## config.mk

```make
export PLATFORM = sky130hd
export DESIGN_NAME = lsu_access_sequencer
export DESIGN_NICKNAME = d
export VERILOG_FILES = /design/src/rtl/lsu_pkg.sv /design/src/rtl/lsu_load_align.sv /design/src/rtl/lsu_access_sequencer.sv
export SDC_FILE = /design/constraint.sdc
export NUM_CORES = 1
export LEC_CHECK = 0
export BUFFER_PORTS_ARGS = -buffer_cell sky130_fd_sc_hd__buf_4
export CORE_MARGIN = 2
export CORE_UTILIZATION = 50
export CTS_BUF_LIST = sky130_fd_sc_hd__clkbuf_4 sky130_fd_sc_hd__clkbuf_8
export DETAILED_ROUTE_END_ITERATION = 12
export GPL_ROUTABILITY_DRIVEN = 0
export PLACE_DENSITY = 0.79
export SETUP_SLACK_MARGIN = 0.4
export SYNTH_ARGS = -nofsm -noshare
export SYNTH_HDL_FRONTEND = slang
export SYNTH_SLANG_ARGS = --single-unit
```

## constraint.sdc

```tcl
create_clock -name clk -period 4.83 [get_ports clk]
set_input_delay 0.2415 -clock clk [delete_from_list [all_inputs] [get_ports clk]]
set_output_delay 0.2415 -clock clk [all_outputs]
set_load 0.02 [all_outputs]
```

## src/rtl/lsu_pkg.sv

```systemverilog
// Shared encodings for the load/store sequencer: func3 codes, FSM states and size helpers.
package lsu_pkg;

    localparam logic [2:0] F3_B  = 3'b000;
    localparam logic [2:0] F3_H  = 3'b001;
    localparam logic [2:0] F3_W  = 3'b010;
    localparam logic [2:0] F3_BU = 3'b100;
    localparam logic [2:0] F3_HU = 3'b101;

    typedef enum logic [1:0] {
        IDLE    = 2'd0,
        ACCESS  = 2'd1,
        ACCESS2 = 2'd2,
        RESP    = 2'd3
    } lsu_state_t;

    function automatic logic [3:0] size_mask(input logic [2:0] func3);
        case (func3[1:0])
            2'b00:   size_mask = 4'b0001;
            2'b01:   size_mask = 4'b0011;
            default: size_mask = 4'b1111;
        endcase
    endfunction

    // Stores have no unsigned variants, so BU/HU encodings are only legal for loads.
    function automatic logic func3_legal(input logic write, input logic [2:0] func3);
        if (write)
            return (func3 == F3_B) || (func3 == F3_H) || (func3 == F3_W);
        return (func3 == F3_B) || (func3 == F3_H) || (func3 == F3_W) ||
               (func3 == F3_BU) || (func3 == F3_HU);
    endfunction

endpackage

```

## src/rtl/lsu_load_align.sv

```systemverilog
// Shifts the (possibly two-word) read data down to the access offset and extends it per func3.
module lsu_load_align
    import lsu_pkg::*;
(
    input  logic [1:0]  off,
    input  logic [2:0]  func3,
    input  logic [63:0] rdata,
    output logic [31:0] result
);

    logic [31:0] x;

    always_comb begin
        x = 32'(rdata >> {off, 3'b000});
        case (func3)
            F3_B:    result = {{24{x[7]}}, x[7:0]};
            F3_BU:   result = {24'h0, x[7:0]};
            F3_H:    result = {{16{x[15]}}, x[15:0]};
            F3_HU:   result = {16'h0, x[15:0]};
            default: result = x;
        endcase
    end

endmodule

```

## src/rtl/lsu_access_sequencer.sv

```systemverilog
// Load/store sequencer between the memory stage and a req/ack data-memory port.
// Define LSU_MISALIGNED_SPLIT_EN to run word-crossing accesses as two beats instead of faulting.
module lsu_access_sequencer
    import lsu_pkg::*;
#(
    parameter int unsigned TIMEOUT_CYCLES = 255
) (
    input  logic        clk,
    input  logic        reset,
    input  logic        req_valid,
    output logic        req_ready,
    input  logic        req_write,
    input  logic [2:0]  req_func3,
    input  logic [31:0] req_addr,
    input  logic [31:0] req_wdata,
    output logic        rsp_valid,
    output logic [31:0] rsp_data,
    output logic        rsp_fault,
    output logic        mem_req,
    output logic        mem_we,
    output logic [31:0] mem_addr,
    output logic [3:0]  mem_wstrb,
    output logic [31:0] mem_wdata,
    input  logic        mem_ack,
    input  logic [31:0] mem_rdata
);

    localparam logic [7:0] TIMEOUT_LIMIT = 8'(TIMEOUT_CYCLES);

    lsu_state_t  state;
    logic        write_q;
    logic [2:0]  func3_q;
    logic [1:0]  off_q;
    logic        split_q;
    logic        fault_q;
    logic [7:0]  wait_cnt;
    logic [3:0]  strb2_q;
    logic [31:0] wdata2_q;
    logic [31:0] rdata_lo_q;
    logic [31:0] rdata_hi_q;
    logic [31:0] load_result;

    logic [3:0]  acc_mask;
    logic [7:0]  acc_strb;
    logic [63:0] acc_wdata;
    logic        acc_split;
    logic        acc_fault;
    logic        timed_out;

    // Lanes are computed 8 bytes wide so the upper half is ready-made for a second beat.
    always_comb begin
        acc_mask  = size_mask(req_func3);
        acc_strb  = {4'b0000, acc_mask} << req_addr[1:0];
        acc_wdata = {32'h0, req_wdata} << {req_addr[1:0], 3'b000};
`ifdef LSU_MISALIGNED_SPLIT_EN
        acc_split = (req_func3[1:0] == 2'b01 && req_addr[1:0] == 2'b11) ||
                    (req_func3[1:0] == 2'b10 && req_addr[1:0] != 2'b00);
        acc_fault = !func3_legal(req_write, req_func3);
`else
        acc_split = 1'b0;
        acc_fault = !func3_legal(req_write, req_func3) ||
                    (req_func3[1:0] == 2'b01 && req_addr[0]) ||
                    (req_func3[1:0] == 2'b10 && req_addr[1:0] != 2'b00);
`endif
        timed_out = (wait_cnt + 8'd1) == TIMEOUT_LIMIT;
    end

    lsu_load_align u_align (
        .off    (off_q),
        .func3  (func3_q),
        .rdata  ({rdata_hi_q, rdata_lo_q}),
        .result (load_result)
    );

    always_ff @(posedge clk or posedge reset) begin
        if (reset) begin
            state      <= IDLE;
            req_ready  <= 1'b1;
            rsp_valid  <= 1'b0;
            rsp_data   <= '0;
            rsp_fault  <= 1'b0;
            mem_req    <= 1'b0;
            mem_we     <= 1'b0;
            mem_addr   <= '0;
            mem_wstrb  <= '0;
            mem_wdata  <= '0;
            write_q    <= 1'b0;
            func3_q    <= '0;
            off_q      <= '0;
            split_q    <= 1'b0;
            fault_q    <= 1'b0;
            wait_cnt   <= '0;
            strb2_q    <= '0;
            wdata2_q   <= '0;
            rdata_lo_q <= '0;
            rdata_hi_q <= '0;
        end else begin
            rsp_valid <= 1'b0;
            rsp_fault <= 1'b0;
            rsp_data  <= '0;
            case (state)
                IDLE: begin
                    if (req_valid && req_ready) begin
                        req_ready  <= 1'b0;
                        write_q    <= req_write;
                        func3_q    <= req_func3;
                        off_q      <= req_addr[1:0];
                        split_q    <= acc_split;
                        strb2_q    <= req_write ? acc_strb[7:4] : 4'b0000;
                        wdata2_q   <= req_write ? acc_wdata[63:32] : 32'h0;
                        rdata_lo_q <= '0;
                        rdata_hi_q <= '0;
                        wait_cnt   <= '0;
                        fault_q    <= acc_fault;
                        if (acc_fault) begin
                            state <= RESP;
                        end else begin
                            state     <= ACCESS;
                            mem_req   <= 1'b1;
                            mem_we    <= req_write;
                            mem_addr  <= {req_addr[31:2], 2'b00};
                            mem_wstrb <= req_write ? acc_strb[3:0] : 4'b0000;
                            mem_wdata <= req_write ? acc_wdata[31:0] : 32'h0;
                        end
                    end
                end
                ACCESS, ACCESS2: begin
                    if (mem_ack) begin
                        wait_cnt <= '0;
                        if (state == ACCESS2) begin
                            rdata_hi_q <= mem_rdata;
                            mem_req    <= 1'b0;
                            state      <= RESP;
                        end else if (split_q) begin
                            // Second beat keeps mem_req high; the address wraps naturally at 2^32.
                            rdata_lo_q <= mem_rdata;
                            mem_addr   <= mem_addr + 32'd4;
                            mem_wstrb  <= strb2_q;
                            mem_wdata  <= wdata2_q;
                            state      <= ACCESS2;
                        end else begin
                            rdata_lo_q <= mem_rdata;
                            mem_req    <= 1'b0;
                            state      <= RESP;
                        end
                    end else if (timed_out) begin
                        mem_req <= 1'b0;
                        fault_q <= 1'b1;
                        state   <= RESP;
                    end else begin
                        wait_cnt <= wait_cnt + 8'd1;
                    end
                end
                RESP: begin
                    rsp_valid <= 1'b1;
                    rsp_fault <= fault_q;
                    rsp_data  <= (fault_q || write_q) ? 32'h0 : load_result;
                    mem_we    <= 1'b0;
                    mem_wstrb <= '0;
                    mem_wdata <= '0;
                    req_ready <= 1'b1;
                    state     <= IDLE;
                end
                default: state <= IDLE;
            endcase
        end
    end

endmodule

```

==> parameters.txt, run 1 <==
Parameter                              Value

Setup path
  Peak fanout along the critical path    29
  WS Path Type    reg -> reg
  Arrival time at the worst endpoint    3.18 ns
  Req. time, crit path    5.17 ns
  Setup crit end kind    flop
  Startpoint types    flop

Cells and area
  Fraction of final layout cells with drive strength greater than 1    34.0%
  Fill cell total of the finished layout    around 1300
  Most common cell after layout, fill and taps aside    buf_4
  ANT cells    0
  Area grow syn2layout    29.0%
  Highest-count cells in the layout ignoring fill and taps    buf_4 (214), dfrtp_1 (175), nand2_1 (150), o21ai_0 (70), mux2_2 (37)
  Layout Nets    1060

Routing
  Drt initial violations    around 440
  Number of iterations in the first detailed-routing pass    4
  Average routed wire per standard cell    17.3 µm
  Via count of the routed design    about 6300
  Antenna-violating nets left    0
  Mean number of vias per cell    5.36
  Remaining routing DRC violations    0
  Routed wire length    20300 µm

Clock network
  CTS tree    yes
  Clock latency at the later pin of the worst-skew pair    roughly 0.46 ns
  Number of buffers inserted by post-CTS setup repair    0
  Clock Tree Root    clkbuf_8
  Total number of H-tree levels    4
  Number of clock buffers inserted by TritonCTS    17
  Clock Sinks    176
  Number of gates resized after cts    0
  CTS clk-pin slew, worst paths    approximately 0.09 ns
  Maximum count of clock buffers along a single path    2

Synth
  EDFF count, synth    0
  Post-Syn Area    0.00813 mm²
  Leading register cell type out of synthesis    dfrtp_1
  Flop and latch count out of synthesis    176
  Post-Synthesis Mean Instance Area    11.1 µm²
  Proportion of synthesized chip area in sequential cells    54.2%
  Number of warnings reported in the yosys synthesis log    0
  Post-synthesis cell type count    49
  Synthesized instance count    734
  Async set-reset flop share out of synthesis    100%

Pwr
  Fraction of power consumed by combinational cells    49.5%
  Max rail drop VDD    just over 0.0004 V
  Clk network pwr share    14.4%
  Sequential cell fraction of total power    36.1%
  Internal power component    0.00387 W
  Sw power    0.00281 W
  Power Dens Cells    637 mW/mm²
  Leakage    4.97 nW
  Switching part of the total    42.1%

STA
  Hold Fails Final Rpt    0
  Min Clock Period, post-route    2.84 ns
  Maximum frequency from static timing analysis    352 MHz
  Setup TNS    0 ns
  Number of setup violations in the final report    0
  Fin Clk Skew    0.0203 ns
  Final period utilization    58.9%
  Setup repair after global routing missed its margin    false
  Count of pins over their slew limit    0
  Worst Max-Slew Pin Slew    1.35 ns
  Slew Limit Headroom    9.89%
  Worst hold margin    0.0323 ns

Job
  Number of maximum-capacitance violations    0

Die
  Core area    0.0159 mm²
  Number of top-level design ports    roughly 210
  Horiz. Die Dim    131 µm
  Total number of placement rows    46
  DIE AREA    0.0173 mm²
  Initial core utilization    about 51%
  Height of the die    131 µm

GRT
  First-pass GRT wire length    33400 µm
  Remaining global-route overflow    0
  Initial antenna violation count    0
  Total GRT Usage    24.5%
  Met1 capacity usage during global routing    34.6%
  Largest net degree at the start of global routing    177
  Most congested layer reported by global routing    met2
  Via count of the first global-routing pass    ~6200
  GR met3 Demand/Resource    5.44%
  Fraction of met2 tracks used by global routing    a little under two fifths

Outcome
  Status    finished, final reports clean

Place
  Final HPWL from detailed placement    14300 µm
  Quantity of I/O buffers inserted on ports    between 200 and 250

Hold path
  Class of the worst hold path    in -> reg
[Yosys cell counts (3+ instances only)]
cell	instances	area (µm²)
dfrtp_1	175	4380
nand2_1	150	563
o21ai_0	70	350
mux2_2	37	417
mux4_2	31	698
a21oi_1	28	140
clkbuf_1	27	101
inv_1	25	93.8
buf_2	23	115
mux2i_1	21	210
nor2_1	16	60.1
nand3_1	14	70.1
a31oi_1	11	68.8
o21a_1	11	82.6
o221ai_1	10	87.6
o31ai_1	9	67.6
a22oi_1	8	60.1
and3_1	8	50.1
ha_1	8	100
and2_1	4	25.0
o21ai_1	4	20.0
or3_1	4	25.0
nand2b_1	3	18.8
o22a_1	3	26.3
[routing by layer]
layer | vias up | share of wire [%]
met2 | 226 | 47
met3 | 33 | 6.0
li1 | 3011 | -
met5 | - | 0
met1 | 3037 | 44
met4 | 0 | 2.4
[area by class of cell]
cell class                      count  area, µm²  share of cell area, %
Clock buffer                       23        292                   2.78
Clock inverter                      9       82.6                  0.788
Inverter                           26        101                  0.967
Multi-Input combinational cell    481       3400                   32.4
Sequential cell                   176       4410                   42.0
Tap cell                          216        270                   2.58
Timing Repair Buffer              246       1940                   18.5
[worst max-delay path: stages, from the launching register on]
cell	delay, ns
dfrtp_1	0.41
inv_1	0.12
ha_1	0.32
o21ai_1	0.18
and2_1	1.07
buf_4	0.27
mux2_2	0.34
[kinds of logic (layout without fill, tap and decap cells)]
| family | Yosys count | count (layout) | share of synthesized area, % |
|---|---|---|---|
| multiplexers | 89 | 89 | 16.3 |
| other | 1 | 2 | 0.0461 |
| adder cells (fa/ha/maj) | 8 | 8 | 1.23 |
| AND/OR/NAND/NOR | 210 | 210 | 11.0 |
| flip-flops | 176 | 176 | 54.2 |
| AO/OA/AOI/OAI | 170 | 170 | 12.9 |
| XOR/XNOR | 2 | 2 | 0.216 |
| buffers and inverters | 78 | 304 | 4.05 |
[repair_timing]
action,CTS,global route
hold buffers,30,1
endpoints found under the setup margin,0,0
endpoints found under the hold margin,30,1
[state kept, by name, summed over array words and instances, names as in the netlist, 2 cells and up]
register	cells
mem_addr	30
mem_wstrb	4
off_q	2
mem_wdata	32
func3_q	3
wait_cnt	8
rsp_data	32
rdata_hi_q	24
rdata_lo_q	32
state	2
[through the flow]
step / setup WS [ns] / util (%) / area, µm² / total power [W] / std cells
5_1_grt: 1.79 / 66.0 / 10500 / 0.00718 / 1177
3_5_place_dp: 1.87 / 61.7 / 9800 / 0.00573 / 1114
6_report: 1.99 / 66.0 / 10500 / 0.00668 / 1177
2_1_floorplan: 2.34 / - / 8130 / 0.00465 / 735
3_3_place_gp: 1.92 / 61.7 / 9800 / 0.00562 / 1114
4_1_cts: 2.01 / 65.9 / 10500 / 0.00671 / 1176
[final timing paths]
kind	startpoint	endpoint	slack, ns	cells past startpoint
min	req_addr[11]	mem_addr[11]$_DFFE_PP0P_	0.03	2
min reg2reg	rdata_hi_q[19]$_DFFE_PP0P_	rdata_hi_q[19]$_DFFE_PP0P_	0.48	2
max	state[0]$_DFFE_PP0P_	mem_addr[21]$_DFFE_PP0P_	1.99	6
min in group asynchronous	reset	mem_addr[4]$_DFFE_PP0P_	0.05	3
max reg2reg	state[0]$_DFFE_PP0P_	mem_addr[21]$_DFFE_PP0P_	1.99	6
max in group asynchronous	reset	rdata_lo_q[28]$_DFFE_PP0P_	4.09	3
[power groups by stage]
stage          combinational, W  sequential [W]  clock, W
3_5_place_dp            0.00330         0.00243         0
3_3_place_gp            0.00321         0.00240         0
4_1_cts                 0.00332         0.00240  0.000991
5_1_grt                 0.00365         0.00248   0.00106
2_1_floorplan           0.00199         0.00266         0
6_report                0.00331         0.00241  0.000961
Note: power is estimated with default switching activity, not from simulation.
==> run 2, diff against run 1 <==
--- a/config.mk
+++ b/config.mk
@@ -5,13 +5,14 @@
 export SDC_FILE = /design/constraint.sdc
 export NUM_CORES = 1
 export LEC_CHECK = 0
+export ABC_AREA = 1
 export BUFFER_PORTS_ARGS = -buffer_cell sky130_fd_sc_hd__buf_4
 export CORE_MARGIN = 2
-export CORE_UTILIZATION = 50
+export CORE_UTILIZATION = 55
 export CTS_BUF_LIST = sky130_fd_sc_hd__clkbuf_4 sky130_fd_sc_hd__clkbuf_8
 export DETAILED_ROUTE_END_ITERATION = 12
 export GPL_ROUTABILITY_DRIVEN = 0
-export PLACE_DENSITY = 0.79
+export PLACE_DENSITY = 0.82
 export SETUP_SLACK_MARGIN = 0.4
 export SYNTH_ARGS = -nofsm -noshare
 export SYNTH_HDL_FRONTEND = slang
==> constraint.sdc (replaced) <==
create_clock -name clk -period 2.7 [get_ports clk]
set_input_delay 0.135 -clock clk [delete_from_list [all_inputs] [get_ports clk]]
set_output_delay 0.135 -clock clk [all_outputs]
set_load 0.02 [all_outputs]
==> run 2 against run 1 <==
Compared with the run above:
- critical path depth increased by 4
- die area decreased by 6.4%
- worst setup slack got worse by 1.4 ns
- critical path type unchanged
==> parameters.txt, run 2 <==
Parameter                              Value

Synth
  Post-Syn Area    0.00835 mm² (+2.8%)
  Leading register cell type out of synthesis    dfrtp_1
  Async set-reset flop share out of synthesis    100% (unchanged)
  Post-synthesis cell type count    39 (-20%)
  Post-synthesis share of cell area spent on full adders, half adders and majority gates    1.20% (-0.033 points)
  Post-Synthesis Mean Instance Area    8.19 µm² (-26%)
  Synth top cells by count    nand2_1 (334), dfrtp_1 (175), o21ai_0 (156)
  Library cell with the largest summed area after synthesis    dfrtp_1
  Xor/xnor cell area share of the yosys netlist    0.105% (-0.11 points)
  EDFF count, synth    0 (unchanged)
  Synthesized instance count    1019 (+39%)
  Ranking of synthesized cells by area    dfrtp_1 (52%), nand2_1 (15%), o21ai_0 (9.3%)
  Main combinational cell family by area after synthesis    simple AND/OR/NAND/NOR gates
  Proportion of synthesized chip area in sequential cells    52.8% (-1.5 points)
  Compound-gate portion of the synthesized area    16.3% (+3.3 points)
  Number of warnings reported in the yosys synthesis log    0 (unchanged)
  Flop and latch count out of synthesis    176 (unchanged)
  Share of the synthesized area in the top cell type    52.4% (-1.4 points)
  Post-synthesis mux area share    0.839% (-15 points)
  Fraction of the mapped netlist area in simple logic gates    22.3% (+11 points)
  Most numerous cell in the Yosys netlist    nand2_1

Routing
  Remaining routing DRC violations    0 (unchanged)
  Drt initial violations    877 (+100%)
  Antenna-violating nets left    0 (unchanged)
  Average routed wire per standard cell    17.4 µm (+0.59%)
  Routed wire length    25700 µm (+26%)
  Via count of the routed design    8238 (+31%)
  Mean number of vias per cell    5.58 (+4.1%)
  Number of iterations in the first detailed-routing pass    6 (+2)

STA
  Number of setup violations in the final report    0 (unchanged)
  Setup TNS    0 ns (unchanged)
  Setup repair after global routing missed its margin    false
  Final period utilization    79.8% (+21 points)
  Setup slack of the critical path after layout    0.545 ns (-1.44 ns)
  Slew Limit Headroom    36.4% (+27 points)
  Fin Clk Skew    0.0131 ns (-0.00717 ns)
  Min Clock Period, post-route    2.15 ns (-0.688 ns)
  Hold Fails Final Rpt    0 (unchanged)
  Maximum frequency from static timing analysis    464 MHz (+32%)
  Count of pins over their slew limit    0 (unchanged)
  Worst Max-Slew Pin Slew    0.952 ns (-0.400 ns)
  Worst hold margin    0.0537 ns (+0.0214 ns)

Setup path
  R2R Setup Slk    0.55 ns (-1.44 ns)
  Slowest CP cell    dfrtp_1
  Req. time, crit path    3.11 ns (-2.06 ns)
  Cell chain of the critical path    ha_1 -> nor2_1 -> buf_4 -> inv_1 -> nor2_4 -> clkinvlp_4 -> buf_4 -> o32ai_1 -> nand2_1 -> nand2_1
  Setup crit end kind    flop
  Worst R2R Start    state[0]$_DFFE_PP0P_
  Terminus of the critical flop-to-flop path    mem_wdata[30]$_DFFE_PP0P_
  Startpoint types    flop
  R2r worst-path depth    10 (+4)
  WS Path Type    reg -> reg
  Peak fanout along the critical path    12 (-59%)
  Number of buffer and inverter stages on the critical path    4 (+2)
  Arrival time at the worst endpoint    2.57 ns (-0.61 ns)
  Critical path's largest stage delay    0.44 ns (-0.63 ns)
  Largest delay contributor family on the critical path    buffers and inverters

Place
  Dpl cells    1368 (+23%)
  Final HPWL from detailed placement    16500 µm (+16%)
  Pre-CTS WS    0.441 ns (-1.43 ns)
  Quantity of I/O buffers inserted on ports    206 (unchanged)

Cells and area
  Highest-count cells in the layout ignoring fill and taps    nand2_1 (333), buf_4 (220), dfrtp_1 (175), o21ai_0 (156), nor2_1 (82)
  Fin cells    1477 (+25%)
  Largest registers    mem_wdata (32), rdata_lo_q (32), rsp_data (32)
  Layout Nets    1389 (+31%)
  Area grow syn2layout    34.7%
  Fraction of final layout cells with drive strength greater than 1    23.2% (-11 points)
  Most common cell after layout, fill and taps aside    nand2_1
  Fill cell total of the finished layout    1033 (-18%)
  ANT cells    0 (unchanged)

Die
  Height of the die    127 µm (-3.2%)
  Horiz. Die Dim    127 µm (-3.2%)
  Total number of placement rows    45 (-2.2%)
  Initial core utilization    55.5% (+4.4 points)
  Core area    0.0150 mm² (-5.4%)
  DIE AREA    0.0162 mm² (-6.4%)
  Number of top-level design ports    209 (unchanged)

GRT
  Total GRT Usage    31.8% (+7.3 points)
  Initial antenna violation count    0 (unchanged)
  First-pass GRT wire length    40300 µm (+21%)
  Remaining global-route overflow    0 (unchanged)
  Via count of the first global-routing pass    7780 (+25%)
  Largest net degree at the start of global routing    69 (-61%)

Outcome
  Status    finished, final reports clean

Clock network
  Number of clock buffers inserted by TritonCTS    17 (unchanged)
  CTS tree    yes
  Maximum count of clock buffers along a single path    2 (unchanged)
  Total number of H-tree levels    4 (unchanged)
  Clock Tree Root    clkbuf_8
  Clock latency at the later pin of the worst-skew pair    0.48 ns (+0.02 ns)
  Clock Sinks    176 (unchanged)
  CTS clk-pin slew, worst paths    0.09 ns (about the same)

Job
  Number of maximum-capacitance violations    0 (unchanged)

Hold path
  Class of the worst hold path    in -> reg
  Instance count along the most critical hold path    3 (+1)
  Sink of the worst hold path    mem_wdata[7]$_DFFE_PP0P_
  Hold path startpoint    req_wdata[7]

Pwr
  Max rail drop VDD    0.000886 V (+120%)
  Power Dens Cells    1130 mW/mm² (+78%)
  Leakage    5.78 nW (+16%)
-- run 2: cell count changes after synthesis, sizes merged, moves of 31 or more --
cell and delta:
inv +34, mux2 -37, o21ai +103, nand2 +185, nor2 +72, mux4 -31
-- run 2: worst max path at each step --
stage	from	end	cells after the start
5_1_grt	state[0]$_DFFE_PP0P_	mem_addr[14]$_DFFE_PP0P_	9
3_3_place_gp	state[0]$_DFFE_PP0P_	mem_wdata[7]$_DFFE_PP0P_	5
3_5_place_dp	state[0]$_DFFE_PP0P_	wait_cnt[6]$_DFFE_PP0P_	8
4_1_cts	state[0]$_DFFE_PP0P_	wait_cnt[6]$_DFFE_PP0P_	8
6_report	state[0]$_DFFE_PP0P_	mem_wdata[30]$_DFFE_PP0P_	10
2_1_floorplan	reset	fault_q$_DFFE_PP0P_	1
-- run 2: metrics by stage --
stage                     total power, W  area, µm²  util, %
after floorplan                  0.00843       8360        -
final                             0.0127      11200     74.8
after global placement            0.0103      10000     66.7
after CTS                         0.0125      11200     74.5
after detailed placement          0.0105      10000     66.7
after global routing              0.0136      11200     74.8
-- run 2: metal layers --
metal,share of wire [%],global-route usage (%)
met1,39,40.4
met2,49,52.4
met5,0,0
met4,4.0,13.9
met3,8.3,7.75
-- run 2: worst reg2reg max path, delay by kind of cell (launching register included) --
kind	cells	cell delay, ns
AOI/OAI and AO/OA	1	0.29
adders and majority gates	1	0.31
buffers and inverters	4	0.55
DFF	1	0.44
and+or+nand+nor	4	0.51
-- run 2: kinds of logic (layout without fill, tap and decap cells) --
kind of cell | count (synthesis) | after routing
buf+inv | 125 | 394
mux | 7 | 7
fa+ha+maj | 8 | 8
simple gates | 468 | 468
other cells | 1 | 2
xor+xnor | 1 | 1
flops | 176 | 176
compound gates | 233 | 233
-- run 2: area by class of cell --
type                       count  area, µm²  area share [%]
tap                          188        235            2.09
clock buffer                  20        275            2.45
inverter                      60        235            2.09
timing repair inverter         1       7.51          0.0667
multi-input combinational    719       3440            30.6
timing repair buffer         302       2510            22.4
clock inverter                11        131            1.17
sequential                   176       4410            39.2
-- run 2: timing repair --
action,CTS,global route
gates cloned,0,1
endpoints found under the hold margin,131,0
gates resized for setup,2,8
hold buffers,76,0
buffers inserted,0,1
setup endpoints to repair,8,101
-- run 2: where the power goes --
group	internal (W)	switching, W	total [W]
registers	0.00356	0.000564	0.00412
logic	0.00226	0.00448	0.00674
clock network	0.000900	0.000981	0.00188
total	0.00672	0.00602	0.0127
==> run 3, diff against run 2 <==
==> constraint.sdc (replaced) <==
create_clock -name clk -period 2.12 [get_ports clk]
set_input_delay 0.106 -clock clk [delete_from_list [all_inputs] [get_ports clk]]
set_output_delay 0.106 -clock clk [all_outputs]
set_load 0.02 [all_outputs]
==> run 3 against run 2 <==
Compared with the run above:
- worst setup slack worse by 0.32 ns
- routed wire length grew 14%
- combinational power increased by 71%
- count of clock-buffer cells in the layout rose by 1
- global-route usage rose by 0.59 points
- sequential power is 30% higher
- non-clock buffer count grew 48
- sequential cell count unchanged
- largest power group unchanged
- highest routed layer unchanged
==> parameters.txt, run 3 (synthesized netlist as in run 2, its figures left out) <==
Parameter                              Value

Outcome
  Status    finished, final reports clean

Place
  Final HPWL from detailed placement    16000 µm (-2.9%)
  Quantity of I/O buffers inserted on ports    206 (unchanged)

STA
  Fin Clk Skew    0.0139 ns (+0.000782 ns)
  Maximum frequency from static timing analysis    528 MHz (+14%)
  Hold Fails Final Rpt    0 (unchanged)
  Setup repair after global routing missed its margin    true
  Count of pins over their slew limit    0 (unchanged)
  Slew Limit Headroom    59.0% (+23 points)
  Worst Max-Slew Pin Slew    0.616 ns (-0.336 ns)
  Min Clock Period, post-route    1.89 ns (-0.262 ns)
  Setup TNS    0 ns (unchanged)
  Final period utilization    89.3% (+9.5 points)
  Number of setup violations in the final report    0 (unchanged)

Setup path
  Terminus of the critical flop-to-flop path    mem_addr[19]$_DFFE_PP0P_
  R2R Setup Slk    0.23 ns (-0.32 ns)
  Critical path's largest stage delay    0.59 ns (+0.15 ns)
  Worst R2R Start    req_ready$_DFFE_PP1P_
  R2r worst-path depth    6 (-4)
  Req. time, crit path    2.47 ns (-0.64 ns)
  Cell chain of the critical path    nand2_4 -> nand2_1 -> nand2_4 -> buf_4 -> o21ai_0 -> nand2_1
  Slowest CP cell    dfstp_2
  WS Path Type    reg -> reg
  Arrival time at the worst endpoint    2.24 ns (-0.33 ns)
  Setup crit end kind    flop
  Startpoint types    flop
  Peak fanout along the critical path    24 (+12)

GRT
  Largest net degree at the start of global routing    114 (+65%)
  Remaining global-route overflow    0 (unchanged)
  Initial antenna violation count    0 (unchanged)
  Via count of the first global-routing pass    8017 (+3.0%)
  Total GRT Usage    32.4% (+0.59 points)
  First-pass GRT wire length    40800 µm (+1.2%)

Pwr
  Sw power    0.00904 W (+50%)
  Leakage    6.16 nW (+6.4%)
  Power Dens Cells    1600 mW/mm² (+41%)
  Switching part of the total    46.4% (-0.82 points)
  Clk network pwr share    13.1% (-1.7 points)
  Fraction of power consumed by combinational cells    59.3% (+6.4 points)
  Internal power component    0.0104 W (+55%)
  Sequential cell fraction of total power    27.6% (-4.8 points)
  Max rail drop VDD    0.00105 V (+19%)

Cells and area
  Final core area utilization    81.0% (+6.2 points)
  ANT cells    0 (unchanged)
  Fraction of final layout cells with drive strength greater than 1    30.2% (+7.0 points)
  Largest registers    mem_wdata (32), rdata_lo_q (32), rsp_data (32)
  Most common cell after layout, fill and taps aside    nand2_1
  Highest-count cells in the layout ignoring fill and taps    nand2_1 (318), buf_4 (245), dfrtp_1 (174), o21ai_0 (118), dlygate4sd3_1 (77)
  Layout Nets    1438 (+3.5%)
  Area grow syn2layout    45.8%

Hold path
  Sink of the worst hold path    fault_q$_DFFE_PP0P_
  Class of the worst hold path    in -> reg
  Hold path startpoint    mem_ack
  Instance count along the most critical hold path    4 (+1)

Routing
  Number of iterations in the first detailed-routing pass    6 (unchanged)
  Average routed wire per standard cell    19.2 µm (+11%)
  Drt initial violations    1128 (+29%)
  Antenna-violating nets left    0 (unchanged)
  Via count of the routed design    8948 (+8.6%)
  Mean number of vias per cell    5.86 (+5.1%)
  Remaining routing DRC violations    0 (unchanged)
  Routed wire length    29400 µm (+14%)

Clock network
  CTS clk-pin slew, worst paths    0.09 ns (about the same)
  Clock Sinks    176 (unchanged)
  Maximum count of clock buffers along a single path    2 (unchanged)
  Clock Tree Root    clkbuf_8
  Clock latency at the later pin of the worst-skew pair    0.49 ns (about the same)
  Number of clock buffers inserted by TritonCTS    17 (unchanged)
  Total number of H-tree levels    4 (unchanged)
  CTS tree    yes

Die
  DIE AREA    0.0162 mm² (unchanged)
  Total number of placement rows    45 (unchanged)
  Number of top-level design ports    209 (unchanged)
  Height of the die    127 µm (unchanged)
  Initial core utilization    55.5% (unchanged)
  Horiz. Die Dim    127 µm (unchanged)
  Core area    0.0150 mm² (unchanged)

Job
  Number of maximum-capacitance violations    0 (unchanged)
[run 3: cell types whose count changed in the layout (fill, tap and decap cells not counted), sizes merged]
cell / change
inv: -1
clkbuf: +7
bufinv: +1
dlygate4sd3: +1
clkinvlp: +6
clkinv: -5
buf: +41
[run 3: critical path, delay by kind of cell (launching register included)]
kind | cells | cell delay, ns
compound gates | 1 | 0.27
simple gates | 4 | 0.64
flops | 1 | 0.59
buf+inv | 1 | 0.26
[run 3: through the flow]
| stage | area, µm² | total power [W] | hold WS, ns | cells | worst slack, ns |
|---|---|---|---|---|---|
| final | 12200 | 0.0195 | 0.00533 | 1527 | 0.227 |
| after global routing | 12200 | 0.0204 | 0.0157 | 1527 | 0.170 |
| after CTS | 11600 | 0.0171 | -0.0326 | 1501 | 0.352 |
| after detailed placement | 10100 | 0.0136 | 0.263 | 1375 | 0.163 |
| after global placement | 10100 | 0.0134 | 0.262 | 1375 | 0.241 |
| after floorplan | 8410 | 0.0109 | 0.223 | 1020 | -0.238 |
[run 3: how the worst max path moves through the flow]
stage	from	end	slack [ns]	cells past startpoint
floorplan	reset	fault_q$_DFFE_PP0P_	-0.24	1
global placement	state[0]$_DFFE_PP0P_	wait_cnt[6]$_DFFE_PP0P_	0.24	8
detailed placement	state[0]$_DFFE_PP0P_	wait_cnt[1]$_DFFE_PP0P_	0.16	8
CTS	state[1]$_DFFE_PP0P_	rdata_hi_q[19]$_DFFE_PP0P_	0.35	10
global route	state[0]$_DFFE_PP0P_	rdata_hi_q[19]$_DFFE_PP0P_	0.17	12
finish	req_ready$_DFFE_PP1P_	mem_addr[19]$_DFFE_PP0P_	0.23	6
[run 3: cell type report]
| class | count | area [µm²] |
|---|---|---|
| fillers | 850 | 2850 |
| clock inverters | 11 | 153 |
| repair buffers | 350 | 3130 |
| well taps | 188 | 235 |
| multi-input cells | 719 | 3710 |
| flip-flops and latches | 176 | 4410 |
| inverters | 60 | 249 |
| clock buffers | 21 | 283 |
| repair inverters | 2 | 15.0 |
[run 3: power by group through the flow]
stage | Combinational [W] | Clock, W | Sequential (W)
floorplan | 0.00500 | 0 | 0.00588
global placement | 0.00811 | 0 | 0.00530
detailed placement | 0.00830 | 0 | 0.00531
CTS | 0.00928 | 0.00253 | 0.00526
global route | 0.0123 | 0.00269 | 0.00546
finish | 0.0115 | 0.00256 | 0.00537
[run 3: routing by layer]
metal  vias to the layer above  global-route usage, %  share of wire [%]
li1                       3946                      -                  -
met1                      4171                   41.6                 36
met2                       669                   53.5                 49
met3                       162                   5.70                9.2
met4                         0                   16.3                6.2
met5                         -                      0                  0
[run 3: repair_timing]
action                                  CTS  global route
gates resized for setup                  35           101
setup buffers                            14            15
endpoints found under the hold margin   279             0
cloned                                    3            11
endpoints found under the setup margin   94           149
pin swaps                                 8            15
hold buffers                             77             0
